**src/rtl/mgc_out_fifo_wait_lvl_edge.sv**
```systemverilog
// ----------------------------------------------------------------------------
// mgc_out_fifo_wait_lvl_edge
//
// Buffered output port for the edge-detect datapath. A producer-side ld/vd
// handshake writes into a circular buffer and a consumer-side lz/vz handshake
// reads from it. The occupancy (size) and an almost-full flag (afull) are
// exposed so the scheduler can throttle before the buffer fills.
//
// Optional feature: define MGC_OUT_FIFO_BYPASS_EN to let a word written into
// an empty FIFO appear on z/lz in the same cycle (zero-latency cut-through).
// Without the macro every output comes from registers or storage only.
//
// Parameters:
//   rscid     resource ID, informational only
//   width     data width in bits
//   fifo_sz   depth in words, 1..2**ph_log2 (need not be a power of two)
//   ph_log2   pointer width; size is ph_log2+1 bits
//   afull_thr almost-full threshold, 1..fifo_sz
//
// Ports:
//   clk    rising-edge clock
//   arst   asynchronous reset, active-low
//   en     clock enable; while low state holds and vd/lz are forced low
//   ld     producer write request
//   vd     producer ready (space available)
//   d      producer write data
//   lz     consumer valid (data available)
//   vz     consumer ready
//   z      head-of-FIFO data, 0 while empty
//   size   current occupancy
//   afull  high when size >= afull_thr
// ----------------------------------------------------------------------------
module mgc_out_fifo_wait_lvl_edge #(
    parameter int rscid     = 0,
    parameter int width     = 8,
    parameter int fifo_sz   = 8,
    parameter int ph_log2   = 3,
    parameter int afull_thr = 6
) (
    input  logic               clk,
    input  logic               arst,
    input  logic               en,
    input  logic               ld,
    output logic               vd,
    input  logic [width-1:0]   d,
    output logic               lz,
    input  logic               vz,
    output logic [width-1:0]   z,
    output logic [ph_log2:0]   size,
    output logic               afull
);

    localparam int CW = ph_log2 + 1;
    localparam int PW = ph_log2;

    localparam logic [CW-1:0] FULL_CNT  = CW'(fifo_sz);
    localparam logic [CW-1:0] AFULL_CNT = CW'(afull_thr);
    localparam logic [PW-1:0] LAST_PTR  = PW'(fifo_sz - 1);

    logic [width-1:0] mem [0:fifo_sz-1];

    logic [CW-1:0] count;
    logic [PW-1:0] rd_ptr;
    logic [PW-1:0] wr_ptr;

    logic          empty;
    logic          lz_reg;
    logic [width-1:0] z_reg;
    logic          push;
    logic          pop;
    logic          wr;
    logic          rd;

    assign empty  = (count == '0);

    // vd looks only at the registered count, so there is no path from vz.
    assign vd     = en && (count < FULL_CNT);

    assign lz_reg = en && !empty;
    assign z_reg  = empty ? '0 : mem[rd_ptr];

    assign push   = ld && vd;
    assign pop    = lz && vz;

`ifdef MGC_OUT_FIFO_BYPASS_EN
    logic byp;
    logic byp_thru;

    // Empty FIFO with a write pending: present the incoming word directly.
    assign byp      = en && empty && ld;
    // Word consumed in the same cycle it arrives: never touches storage.
    assign byp_thru = byp && vz;

    assign lz = lz_reg || byp;
    assign z  = byp ? d : z_reg;
    assign wr = push && !byp_thru;
    assign rd = pop && !byp_thru;
`else
    assign lz = lz_reg;
    assign z  = z_reg;
    assign wr = push;
    assign rd = pop;
`endif

    assign size  = count;
    assign afull = (count >= AFULL_CNT);

    // Storage is data only and carries no reset; z is masked while empty.
    always_ff @(posedge clk) begin
        if (wr) begin
            mem[wr_ptr] <= d;
        end
    end

    // Pointers wrap explicitly at fifo_sz-1 so odd depths work.
    always_ff @(posedge clk or negedge arst) begin
        if (!arst) begin
            count  <= '0;
            rd_ptr <= '0;
            wr_ptr <= '0;
        end else begin
            if (wr) begin
                wr_ptr <= (wr_ptr == LAST_PTR) ? '0 : wr_ptr + PW'(1);
            end
            if (rd) begin
                rd_ptr <= (rd_ptr == LAST_PTR) ? '0 : rd_ptr + PW'(1);
            end
            case ({wr, rd})
                2'b10:   count <= count + CW'(1);
                2'b01:   count <= count - CW'(1);
                default: count <= count;
            endcase
        end
    end

endmodule

```
**config.mk**
```make
export PLATFORM = sky130hd
export DESIGN_NAME = mgc_out_fifo_wait_lvl_edge
export DESIGN_NICKNAME = d
export VERILOG_FILES = /design/src/rtl/mgc_out_fifo_wait_lvl_edge.sv
export SDC_FILE = /design/constraint.sdc
export NUM_CORES = 1
export LEC_CHECK = 0
export BUFFER_PORTS_ARGS = -buffer_cell sky130_fd_sc_hd__buf_4
export CORE_AREA = 2 2 105 107
export DETAILED_ROUTE_END_ITERATION = 12
export DIE_AREA = 0 0 107 109
export PLACE_DENSITY = 0.52
export SLEW_MARGIN = 20
export SYNTH_ARGS = -nofsm -noshare
export SYNTH_HDL_FRONTEND = slang
export SYNTH_SLANG_ARGS = --single-unit
```
**constraint.sdc**
```tcl
create_clock -name clk -period 5 [get_ports clk]
set_clock_uncertainty 0.1 [all_clocks]
set_input_delay 1 -clock clk [delete_from_list [all_inputs] [get_ports clk]]
set_output_delay 1 -clock clk [all_outputs]
set_load 0.01 [all_outputs]
```
# --- Word-level counts from Yosys, hierarchy flattened ---
# Memory sizes are Yosys's and may differ from the RTL's.
# Index checks and enable logic that the tools add are counted.
op_classes:
  n_addsub: 4
  multipliers: 0
  div: 0
  n_lt_le_gt_ge: 2
  eq_ne: 4
  shifts: 0
  muxes: 6
  bitwise: 0
  n_reduce_logical: 7
ops:
  columns: ["cell", "n"]
  rows:
  - ["$mux W8", 1]
  - ["$pmux W4 S2", 1]
  - ["$add A3 B1 Y3 const B", 2]
  - ["$eq A3 B3 Y1 const B", 2]
  - ["$mux W3", 2]
  - ["$add A4 B1 Y4 const B", 1]
  - ["$ge A4 B3 Y1 const B", 1]
  - ["$logic_and A1 B1 Y1", 4]
  - ["$logic_not A4 Y1", 1]
  - ["$lt A4 B4 Y1 const B", 1]
  - ["$sub A4 B1 Y4 const B", 1]
  - ["$eq A2 B1 Y1 const B", 1]
  - ["$eq A2 B2 Y1 const B", 1]
  - ["$mux W1", 2]
  - ["$reduce_bool A2 Y1", 1]
  - ["$logic_not A1 Y1", 1]
word_totals:
  reg_bits: 10
  latchBits: 0
  ram_bits: 64
  mem_bits_ro: 0
  output_inout_bits: 15
  wordCells: 27
  n_memories: 1
memory_table:
  columns: ["name", "depth", "word_bits", "read_ports", "rd_clocked_by_memory_dff", "wr", "line_no", "rtl"]
  rows:
  - ["mem", 8, 8, 1, 0, 1, "60", "logic [width-1:0] mem [0:fifo_sz-1];"]

# --- Depth between registers and ports, before layout ---
# Gate-level depths: netlist of the first run.
logic_depth:
  depth_word: 6
  mapped_depth: 11
  depth_no_buf: 10

# --- Least setup slack after synthesis of the first run ---
# No wires, ideal clock.
synth_path:
  kind: "input to register"
  startpoint: "input en"
  endpoint: "memory mem[0][0] (enable)"
  t_arrival_ps: 2389
  required_ps: 4505
  slack_ps: 2116
  cell_stages: 3
  path_cell_list: "nor2b_1 -> nand2_1 -> nor4_1"
synth_via:
  elab_chain_cells: 4
synth_lines:
  columns: ["element", "line_no", "rtl"]
  rows:
  - ["start: declaration", "42", "input logic en,"]
  - ["$logic_and A1 B1 Y1", "77", "assign vd = en && (count < FULL_CNT);"]
  - ["$logic_and A1 B1 Y1", "82", "assign push = ld && vd;"]
  - ["$mux W1", "110", "if (wr) begin"]
  - ["$mux W1 (not written as such)", "111", "mem[wr_ptr] <= d;"]
  - ["end: declaration", "60", null]
# Every way passes these cells.

# --- Worst setup path in the final report of the first run ---
layout_path:
  startpoint: "register rd_ptr[0]"
  endpoint: "output z[5]"
layout_via:
  elab_chain_cells: 2
layout_lines:
  columns: ["element", "line_no", "rtl"]
  rows:
  - ["start: declaration", "63", "logic [PW-1:0] rd_ptr;"]
  - ["start signal: assignment", "126", "rd_ptr <= (rd_ptr == LAST_PTR) ? '0 : rd_ptr + PW'(1);"]
  - ["$mem_v2 Z8 W8", null, null]
  - ["$mux W8", "80", "assign z_reg = empty ? '0 : mem[rd_ptr];"]
  - ["end: declaration", "48", "output logic [width-1:0] z,"]
# Every way passes these cells.

==> results of run 1 <==
==> cells in the mapped netlist (all sizes together) <==
cell type,n,area share (%)
mux2i,8,2.6
inv,1,0.12
o21ai,2,0.32
mux2,4,1.6
nand3,1,0.16
dfrtp,10,8.1
nand2b,3,0.61
o22a,1,0.28
nor2,12,1.5
xor2,4,1.1
nand3b,2,0.89
xnor2,1,0.28
and2b,1,0.28
a21oi,2,0.32
nor2b,1,0.20
nor3,6,0.97
nand2,3,0.36
buf,6,1.4
nand4bb,1,0.36
mux4,16,12
a21o,3,0.77
nand4b,1,0.28
ha,7,2.8
nor4,2,0.89
edfxtp,64,62
==> sequential cells by signal, summed over array words and instances (netlist names) <==
name,count
rd_ptr,3
mem,64
size,4
wr_ptr,3
==> layout by cell type, fill, tap and decap left out, types with 2 or more instances in the layout <==
cell type | netlist | routed
a21o_1 | 2 | 2
a21oi_1 | 2 | 2
buf_4 | 1 | 29
clkbuf_8 | 0 | 9
dfrtp_1 | 10 | 9
edfxtp_1 | 64 | 64
ha_1 | 7 | 7
inv_6 | 0 | 3
mux2_2 | 3 | 3
mux2i_1 | 8 | 8
mux4_2 | 16 | 16
nand2_1 | 3 | 3
nand2b_1 | 3 | 3
nor2_1 | 12 | 12
nor3_1 | 6 | 2
nor3_2 | 0 | 4
o21ai_0 | 2 | 2
xor2_1 | 4 | 4
==> power breakdown <==
part	leakage [nW]	switching [mW]	internal (mW)
clock network	0.103	0.249	0.240
logic	0.489	0.225	0.341
registers	0.696	0.164	0.743
==> critical path, stage by stage, from the launching register on <==
cell and delay (ns):
dfrtp_2 0.75, mux4_2 0.59, mux2i_1 0.18, nor2_1 0.06, buf_4 0.17
==> cell type report <==
cell class	count	area (um^2)
clock buffers	9	124
clock inverters	7	83.8
fillers	1008	6930
inverters	1	3.75
multi-input cells	81	900
flip-flops and latches	74	2170
well taps	140	175
repair buffers	29	218
==> worst paths after layout <==
kind,cells past startpoint,from,end,slack [ns]
max in group asynchronous,1,arst,rd_ptr[0],4.27
hold / removal,1,arst,size[3],0.36
setup / recovery,4,rd_ptr[0],z[5],1.79
hold reg to reg,1,size[3],size[3],0.50
min in group clk,1,size[3],size[3],0.50
setup reg to reg,10,size[1],size[2],1.97
==> cell families after synthesis <==
| kind of cell | Yosys count | share of synthesized area (%) |
|---|---|---|
| flip-flops | 74 | 70.2 |
| AND/OR/NAND/NOR | 33 | 6.47 |
| multiplexers | 28 | 15.8 |
| AO/OA/AOI/OAI | 8 | 1.70 |
| buffers and inverters | 7 | 1.54 |
| adder cells (fa/ha/maj) | 7 | 2.83 |
| XOR/XNOR | 5 | 1.42 |
==> metal layers <==
layer	GRT usage (%)	part of all wire (%)	vias to the layer above	wire length, um
li1	-	-	718	-
met1	15.1	48	745	2800
met2	16.6	46	30	2690
met3	2.69	3.2	9	185
met4	6.31	2.4	0	139
met5	0	0	-	0
==> through the flow <==
step                      utilization, %  total power, mW
after global routing                34.7             2.09
after floorplan                        -             1.27
after global placement              32.7             1.50
final                               34.7             1.96
after detailed placement            32.7             1.50
after CTS                           34.7             1.99
==> flow_summary.ini, run 1 <==
[clock_tree]
ctsResizeCount = 0
tritoncts = done
htree_num_levels = 3
clk_pin_slew_worst_paths_ns = 0.08
clk_latency_ns = 0.35
cts_made_buffers = 9
clock_sinks = 74
cts_max_path_buffers = 2
clock-root-buffer = clkbuf_8
cts-hold-fix-buffers = 0
post_cts_buffers = 0

[timing]
fin_crit_ns = 3.21
final.period_utilization_pct = 64.2
setup_viol = 0
finalHoldViolCount = 0
slew_headroom_pct = 36.5
slew_viol_final = 0
max_freq_ghz = 0.311
hold_ws_ns = 0.363
timing.final.ws_setup_ns = 1.79
setup_tns_ns = 0
grt_setup_unrepaired = no
worst_slew_pin_slew_ns = 0.949

[floorplan]
die-area_um2 = 11700
die_width_um = 107
core_um2 = 10600
initial_core_util_pct = 29.2
die_h_um = 109
rows = 38
io-pin-count = 28

[global_routing]
grt_overflow_total = 0
grt_pass1_wl_um = 9110
antenna_found_initial = 0
grt_use_total_pct = 11.2
grt_pass1_vias = 1612
grt_max_degree = 20

[placement]
dp_cells = 325
place_congestion = 0.724
dpl_cell_area_um2 = 3470
dpl_worst_slack_ns = 1.70
dpl.hpwl_um = 3570
portBuffers = 27

[detailed_routing]
routedWlPerCell_um = 17.0
wirelength_um = 5810
vias = 1502
route.detailed.drc = 0
viasPerCell = 4.40
drtIter0Drc = 43
drtAntennaViolNets = 0
first_pass_iters = 4

[run_status]
status = completed

[finish]
finalNetCount = 216
fin_cells = 341
syn_to_final_growth_pct = 18.9
n_antenna_cell = 0
fin_area_um2 = 3680
drive_gt1_share_pct = 37.3

[yosys]
ys_ff_latch = 74
syn-cell-area_um2 = 3090
synth.avg_cell_area_um2 = 19.1
yosys_warnings = 0
yosysSeqAreaShare_pct = 70.2
syn-num-nets = 182
synthDistinctLibCells = 32
syn_inst = 162

[power]
ir_worst_vdd_mv = 0.172
power_leakage_nw = 1.29
p_per_area_nw_per_um2 = 533

[setup_path]
cp.arrival_ns = 2.11
startpoint_type = register
end_kind = primary output
crit_required_ns = 3.90
cp_max_fo = 19
worst-setup-path-type = register to primary output

[hold_path]
hold_class = primary input to asynchronous set/reset pin

[run]
cap_violations = 0
Note: power is estimated with default switching activity, not from simulation.
==> run 2, diff against run 1 <==
--- a/config.mk
+++ b/config.mk
@@ -9,7 +9,7 @@
 export CORE_AREA = 2 2 105 107
 export DETAILED_ROUTE_END_ITERATION = 12
 export DIE_AREA = 0 0 107 109
-export PLACE_DENSITY = 0.52
+export PLACE_DENSITY = 0.54
 export SLEW_MARGIN = 20
 export SYNTH_ARGS = -nofsm -noshare
 export SYNTH_HDL_FRONTEND = slang
==> constraint.sdc (replaced) <==
create_clock -name clk -period 2.9 [get_ports clk]
set_clock_uncertainty 0.1 [all_clocks]
set_input_delay 0.58 -clock clk [delete_from_list [all_inputs] [get_ports clk]]
set_output_delay 0.58 -clock clk [all_outputs]
set_load 0.01 [all_outputs]
==> run 2 against run 1 <==
  * Total power rose by 65%
  * Flip-flop and latch count did not move
  * Sequential power rose by 60%
  * Clock power rose by 39%
  * Count of clock-buffer cells in the layout rose by 2
  * Utilization rose by 0.32 points
  * Largest cell class unchanged
  * Global-route usage rose by 0.29 points
  * Combinational power rose by 96%
  * First-iteration DRC count rose by 91%
  * Register-to-register slack got worse by 1.5 ns
  * Sequential share of layout area fell by 0.57 points
  * Critical path depth rose by 1
==> flow_summary.ini, run 2 (synthesized netlist as in run 1, its figures left out) <==
[clock_tree]
tritoncts = done
clock-root-buffer = clkbuf_8
htree_num_levels = 3
cts_made_buffers = 9
cts_max_path_buffers = 2
clock_sinks = 74
clk_latency_ns = 0.35
clk_pin_slew_worst_paths_ns = 0.07
ctsResizeCount = 0

[finish]
top_register = mem
final_cell_mix = edfxtp_1 (64), buf_4 (41), mux4_2 (16), nor2_1 (12), dfrtp_1 (10)
drive_gt1_share_pct = 37.4
syn_to_final_growth_pct = 20.0
largest_reg_flops = 64
layout_commonest_cell = edfxtp_1
finalNetCount = 229
n_antenna_cell = 0
fill_cells = 1006

[power]
seq_power_share_pct = 44.7
power_leakage_nw = 1.33
power_switching_share_pct = 32.1
power_frac_comb_pct = 34.3
ir_worst_vdd_mv = 0.434
power_mw = 3.24
cellInternalPower_mw = 2.20
p_per_area_nw_per_um2 = 874
power.switching_mw = 1.04
pwr-share-clk_pct = 21.0

[detailed_routing]
drtIter0Drc = 82
viasPerCell = 4.46
vias = 1580
route.detailed.drc = 0
wirelength_um = 6140
drtAntennaViolNets = 0
first_pass_iters = 4
routedWlPerCell_um = 17.4

[timing]
max_freq_ghz = 0.373
slew_viol_final = 0
worst_slew_pin_slew_ns = 0.680
final.period_utilization_pct = 92.4
slew_headroom_pct = 54.7
grt_setup_unrepaired = no
fin_crit_ns = 2.68
setup_tns_ns = 0
setup_viol = 0
finalHoldViolCount = 0

[global_routing]
grt_pass1_wl_um = 9440
antenna_found_initial = 0
grt_overflow_total = 0
grt_use_total_pct = 11.5
grt_max_degree = 20
grt_pass1_vias = 1695

[run_status]
status = completed

[floorplan]
die-area_um2 = 11700
rows = 38
io-pin-count = 28
die_h_um = 109
initial_core_util_pct = 29.2
die_width_um = 107
core_um2 = 10600

[setup_path]
worst-setup-path-type = register to primary output
cp.arrival_ns = 2.00
crit_required_ns = 2.22
reg2regPathDepth = 10
cpMostUsedCell = buf_4
startpoint_type = register
r2r_end = size[2]
r2r_setup_slack_ns = 0.51
endpoint = z[6]
end_kind = primary output
r2r-start = size[1]
worstPathCellList = buf_4 -> mux4_2 -> mux2i_1 -> nor2_1 -> buf_4
cp-startpoint = rd_ptr[0]
cp_max_fo = 19
crit_slowest_cell = mux4_2
cpPeakStageDelay_ns = 0.55

[placement]
portBuffers = 27
dpl.hpwl_um = 3870
place_congestion = 0.697

[run]
cap_violations = 0

[hold_path]
hold_class = primary input to register
==> run 2: cell count changes in the layout (fill, tap and decap cells not counted), moves of 2 or more <==
cell      delta
nor3_2       -4
buf_4       +12
clkinv_2     +3
nor3_1       +4
clkbuf_1     +2
inv_6        -3
==> run 2: worst min-delay path by stage <==
stage          from        end  slack [ns]  cells after the start
6_report       d[1]  mem[2][1]        0.36                      1
5_1_grt        d[4]  mem[7][4]        0.35                      1
4_1_cts        d[5]  mem[3][5]        0.35                      1
3_5_place_dp   arst    size[2]        0.32                      1
3_3_place_gp   arst    size[2]        0.32                      1
2_1_floorplan  arst  rd_ptr[0]        0.18                      0
==> run 2: layer usage <==
layer,global-route usage (%),up-vias,part of all wire (%)
met5,0,-,0
met4,6.68,0,2.6
met3,2.03,12,2.8
met2,17.8,32,48
met1,15.2,799,46
li1,-,737,-
==> run 2: repair_timing <==
item                                   in CTS  in global routing
hold buffers                                1                  0
endpoints found under the hold margin      10                  0
setup buffers                               0                  0
==> run 2: power groups by stage <==
stage          logic, mW  clock network [mW]  registers, mW
5_1_grt             1.24               0.740           1.48
4_1_cts             1.15               0.710           1.45
3_3_place_gp        1.14                   0           1.47
6_report            1.11               0.681           1.45
2_1_floorplan      0.786                   0           1.41
3_5_place_dp        1.15                   0           1.48
==> run 2: through the flow <==
step                cells  hold slack, ns  area [um^2]  util [%]  worst slack [ns]
floorplan             162           0.184         3090         -             0.356
global placement      337           0.322         3540      33.4             0.525
detailed placement    337           0.323         3540      33.4             0.496
CTS                   354           0.345         3710      35.0             0.168
global route          354           0.355         3710      35.0             0.101
finish                354           0.359         3710      35.0             0.220
==> run 2: area by class of cell <==
type	count	area, um^2	share of cell area (%)
multi-input cells	81	880	23.7
clock buffers	11	131	3.54
clock inverters	5	31.3	0.843
well taps	140	175	4.72
inverters	1	3.75	0.101
flip-flops and latches	74	2170	58.5
repair buffers	42	318	8.56
==> run 2: worst max-delay path: cells and delay by family, from the launching register on <==
family / cells / cell delay [ns]
DFF: 1 / 0.32
and+or+nand+nor: 1 / 0.07
buffers and inverters: 2 / 0.48
muxes: 2 / 0.77
